==> src/rtl/array_stream_pkg.sv <==
// Shared types and helpers for the array element streamer datapath.
// Holds the streamer state encoding and the index-width rule.
package array_stream_pkg;

    typedef enum logic [0:0] {
        IDLE   = 1'b0,
        STREAM = 1'b1
    } stream_state_e;

    // An array of one element still needs a one-bit index port.
    function automatic int elem_index_width(input int n);
        int w;
        w = $clog2(n);
        if (w < 1) begin
            w = 1;
        end else begin
            w = w;
        end
        return w;
    endfunction

endpackage

==> src/rtl/array_elem_streamer_elem_fn.sv <==
// Per-element function f(x, i), shared by the serial streamer and the
// parallel generate-loop writer so both always agree on the result.
module elem_fn #(
    parameter int W         = 32,
    parameter int IW        = 4,
    parameter int ADD_INDEX = 0
) (
    input  logic [W-1:0]  x,
    input  logic [IW-1:0] i,
    output logic [W-1:0]  y
);

    logic [W-1:0] i_ext_s;

    // Index is zero-extended; the carry out of the add is dropped.
    assign i_ext_s = W'(i);
    assign y       = (ADD_INDEX != 0) ? (x + i_ext_s) : x;

endmodule

==> src/rtl/array_elem_streamer.sv <==
// Accepts a whole packed array in one handshake and streams its elements
// out in index order, one per cycle, through elem_fn.
module array_elem_streamer
    import array_stream_pkg::*;
#(
    parameter int N         = 10,
    parameter int W         = 32,
    parameter int IW        = elem_index_width(N),
    parameter int ADD_INDEX = 0
) (
    input  logic           clk,
    input  logic           rst,
    input  logic           load_valid,
    output logic           load_ready,
    input  logic [N*W-1:0] load_data,
    output logic           out_valid,
    input  logic           out_ready,
    output logic [W-1:0]   out_data,
    output logic [IW-1:0]  out_index,
    output logic           out_last,
    output logic           busy
);

    localparam logic [IW-1:0] LAST_IDX = IW'(N - 1);

    generate
        if (N < 1) begin : g_bad_n
            $error("array_elem_streamer: N must be at least 1");
        end
    endgenerate

    stream_state_e  state_q, state_d;
    logic [IW-1:0]  idx_q, idx_d;
    logic [N*W-1:0] arr_q, arr_d;
    logic [W-1:0]   elem_s;
    logic [W-1:0]   fn_s;
    logic           streaming_s;

    // Next-state: the index is cleared on the last beat so IDLE always shows index 0.
    always_comb begin
        state_d = state_q;
        idx_d   = idx_q;
        arr_d   = arr_q;
        case (state_q)
            IDLE: begin
                if (load_valid) begin
                    arr_d   = load_data;
                    idx_d   = {IW{1'b0}};
                    state_d = STREAM;
                end else begin
                    state_d = IDLE;
                end
            end
            STREAM: begin
                if (out_ready) begin
                    if (idx_q == LAST_IDX) begin
                        idx_d   = {IW{1'b0}};
                        state_d = IDLE;
                    end else begin
                        idx_d   = idx_q + IW'(1);
                    end
                end else begin
                    state_d = STREAM;
                end
            end
            default: begin
                idx_d   = {IW{1'b0}};
                state_d = IDLE;
            end
        endcase
    end

    // Control registers with synchronous reset.
    always_ff @(posedge clk) begin
        if (rst) begin
            state_q <= IDLE;
            idx_q   <= {IW{1'b0}};
        end else begin
            state_q <= state_d;
            idx_q   <= idx_d;
        end
    end

    // Array register needs no reset: out_data is gated to zero outside STREAM.
    always_ff @(posedge clk) begin
        arr_q <= arr_d;
    end

    // Select the element addressed by the current index.
    always_comb begin
        elem_s = arr_q[int'(idx_q) * W +: W];
    end

    elem_fn #(
        .W         (W),
        .IW        (IW),
        .ADD_INDEX (ADD_INDEX)
    ) u_elem_fn (
        .x (elem_s),
        .i (idx_q),
        .y (fn_s)
    );

    assign streaming_s = (state_q == STREAM);
    assign load_ready  = ~streaming_s;
    assign out_valid   = streaming_s;
    assign busy        = streaming_s;
    assign out_data    = streaming_s ? fn_s : {W{1'b0}};
    assign out_index   = idx_q;
    assign out_last    = (idx_q == LAST_IDX);

endmodule

==> config.mk <==
export PLATFORM = sky130hd
export DESIGN_NAME = array_elem_streamer
export DESIGN_NICKNAME = d
export VERILOG_FILES = /design/src/rtl/array_stream_pkg.sv /design/src/rtl/array_elem_streamer_elem_fn.sv /design/src/rtl/array_elem_streamer.sv
export SDC_FILE = /design/constraint.sdc
export NUM_CORES = 1
export LEC_CHECK = 0
export ABC_AREA = 1
export BUFFER_PORTS_ARGS = -buffer_cell sky130_fd_sc_hd__buf_2
export CORE_MARGIN = 2
export CORE_UTILIZATION = 45
export DETAILED_ROUTE_END_ITERATION = 10
export PLACE_DENSITY = 0.73
export SETUP_SLACK_MARGIN = 0.5
export SLEW_MARGIN = 20
export SYNTH_ARGS = -nofsm -noshare
export SYNTH_HDL_FRONTEND = slang
export SYNTH_SLANG_ARGS = --single-unit
==> constraint.sdc <==
create_clock -name clk -period 17.4 [get_ports clk]
set_clock_uncertainty 0.2 [all_clocks]
set_input_delay 1.74 -clock clk [delete_from_list [all_inputs] [get_ports clk]]
set_output_delay 1.74 -clock clk [all_outputs]
set_load 0.02 [all_outputs]
==> metrics.txt <==
worst hold path type=flop to flop; post-route ant nets=0; wire per inst=16.8 µm; wire length of the first global-routing pass=52.2 mm; Clock Path Buffers=3; die width=around 180 µm; status=completed; crit start category=flop; GP Congestion=between 0.8 and 0.9; sequential-to-total area share from yosys stat=70.7%; Final #Nets=1,958; worst vdd ir=74.8 µV; crit path capture type=output pin; Final min period=5420 ps; TNS Setup=0 ps; Post-CTS Setup Inserts=0; Hold Path Origin=out_index[3]$_SDFFE_PP0P_; Syn Nets=1,613; number of enable flip-flop cells after synthesis=320; PwrDens=105 nW/µm²; Ys Warns=0; async set-reset flop share out of synthesis=0%; Initial Util=between 40 and 50%; row count=63; post-synth top area cell=edfxtp_1; crit-path max FO=between 100 and 150; core box area=about 30,000 µm²; vias per inst=4.92; reg2reg path depth=4; Total GRT Usage=21.5%; CTS tree=yes; clk sinks=325; final hold slack=325 ps; synthesized area=13,700 µm²; CP Launch Point=out_index[0]$_SDFFE_PP0P_; DRC=0; hold path depth=2; Worst-Margin Slew=1100 ps; Die ar.=31,900 µm²; Reg2Reg Capture Point=arr_q[5]$_DFFE_PP_; Skew-Pair Late Insertion Delay=500 ps; Reg clk slew, reported paths=60 ps; PortBufs=363; leak pwr=0.00778 µW; worst r2r src=busy$_SDFF_PP0_; CP required=15,460 ps; RSZ-0062 raised after global routing=false; total gr overflow=0; detailed-placement wirelength estimate=between 20 and 25 mm; post-synthesis cell count=about 1,300; fillers=2,539; total routed wirelength=34.5 mm; most common cell in the netlist=nand2_1; number of global-route vias before repair=9,909; final setup vio count=0; internal reg-to-reg setup slack=13,660 ps; max-cap viol count=0; drt first pass iters=5; Avg Synthesized Cell Area=10.7 µm²; largest net degree at the start of global routing=106; Final Hold Fails=0; Hold Crit Endpoint=out_index[3]$_SDFFE_PP0P_; Synth Flop Type=edfxtp_1; Fmax=0.184 GHz; Synth top area share=a little over two thirds; Tcrit/Tclk final=around 31%; CP arrival=3480 ps; Yosys reg bits=approximately 330; die height=179 µm; Distinct cells, synth=21; boundary pin count=364; top cells by area, synth=edfxtp_1 70%, nand2_1 12%, nand3_1 7.1%; Initial DRC Count=729; Synth top cells by count=455 x nand2_1, 320 x edfxtp_1, 197 x inv_1; Pins Over Slew Limit=0; Via Count=10,102; Slew HR=a little over a quarter; initial antenna violation count=4; cts bufs inserted=35; H-tree level count=2; post_cts resized=0; share of cells above drive strength 1=26.1%; Setup Crit Path Kind=flop to output pin; Area Overhead vs Synth=23.3%; cts-stage hold buffer count=0; clock root cell=clkbuf_16
[flip-flops by register name, summed over array words and instances (netlist names)]
name and flops:
busy 1, out_index 4, arr_q 320
[how the worst max path moves through the flow]
stage / endpoint / slack (ps) / depth (start not counted)
3_5_place_dp: arr_q[5]$_DFFE_PP_ / 12190 / 6
2_1_floorplan: out_index[0]$_SDFFE_PP0P_ / 6250 / 5
4_1_cts: out_data[11] / 11630 / 9
3_3_place_gp: arr_q[39]$_DFFE_PP_ / 12270 / 6
5_1_grt: out_data[11] / 11710 / 9
6_report: out_data[11] / 11980 / 9
[cells in the final DEF (no fill, tap or decap), types with 2 or more instances in the layout]
cell,count
nand3_1,194
xor2_1,2
clkinv_1,7
nor2_1,2
ha_1,2
clkbuf_1,8
dfxtp_1,2
a21oi_1,35
nand2_1,455
clkinv_2,8
diode_2,5
inv_1,196
edfxtp_1,320
clkbuf_16,37
buf_2,363
inv_2,3
buf_4,10
bufinv_16,2
dfxtp_4,2
[report_power, final]
| part | internal [µW] | leakage, µW | total [µW] | switching (µW) |
|---|---|---|---|---|
| sequential | 913 | 0.00309 | 928 | 15.2 |
| combinational | 55.0 | 0.00415 | 146 | 91.3 |
| clock | 419 | 0.000543 | 707 | 289 |
| total | 1390 | 0.00778 | 1780 | 395 |
[kinds of logic after synthesis]
group / after synthesis / share of synthesized area [%]
AO/OA/AOI/OAI: 37 / 1.39
AND/OR/NAND/NOR: 654 / 19.7
adder cells (fa/ha/maj): 2 / 0.182
buffers and inverters: 267 / 7.86
XOR/XNOR: 2 / 0.128
flip-flops: 325 / 70.7
[metal layers]
layer	wire length (µm)	GRT usage (%)	vias to the layer above	share of wire [%]
met4	1090	8.94	0	3.2
met5	0	0	-	0
met1	13400	27.6	4647	39
met3	3170	3.69	67	9.2
met2	16800	36.2	499	49
li1	-	-	4889	-
[stage by stage]
step	std cells	area [µm²]	power, µW	utilization [%]	worst slack [ps]
2_1_floorplan	1287	13700	1030	-	6250
3_3_place_gp	1985	15800	1090	52.9	12270
3_5_place_dp	1985	15800	1090	52.9	12190
4_1_cts	2048	16900	1800	56.6	11630
5_1_grt	2052	16900	1850	56.7	11710
6_report	2053	16900	1780	56.7	11980
[worst max-delay path, stage by stage, from the launching register on]
cell	delay, ps
dfxtp_4	610
inv_4	620
buf_6	660
nand2_1	110
nand2_1	120
nand2_1	90
nand3_1	110
nand3_1	100
a21oi_1	210
buf_2	200
[area by class of cell]
class                      instances  area [µm²]  share of cell area, %
sequential                       325        9720                   57.4
inverter                         201         757                   4.47
tap                              390         488                   2.88
clock buffer                      45         956                   5.65
clock inverter                    18         140                  0.828
multi-input combinational        695        2950                   17.5
timing repair buffer             374        1900                   11.2
antenna                            5        12.5                 0.0739
Power figures use the tool's default switching activity.
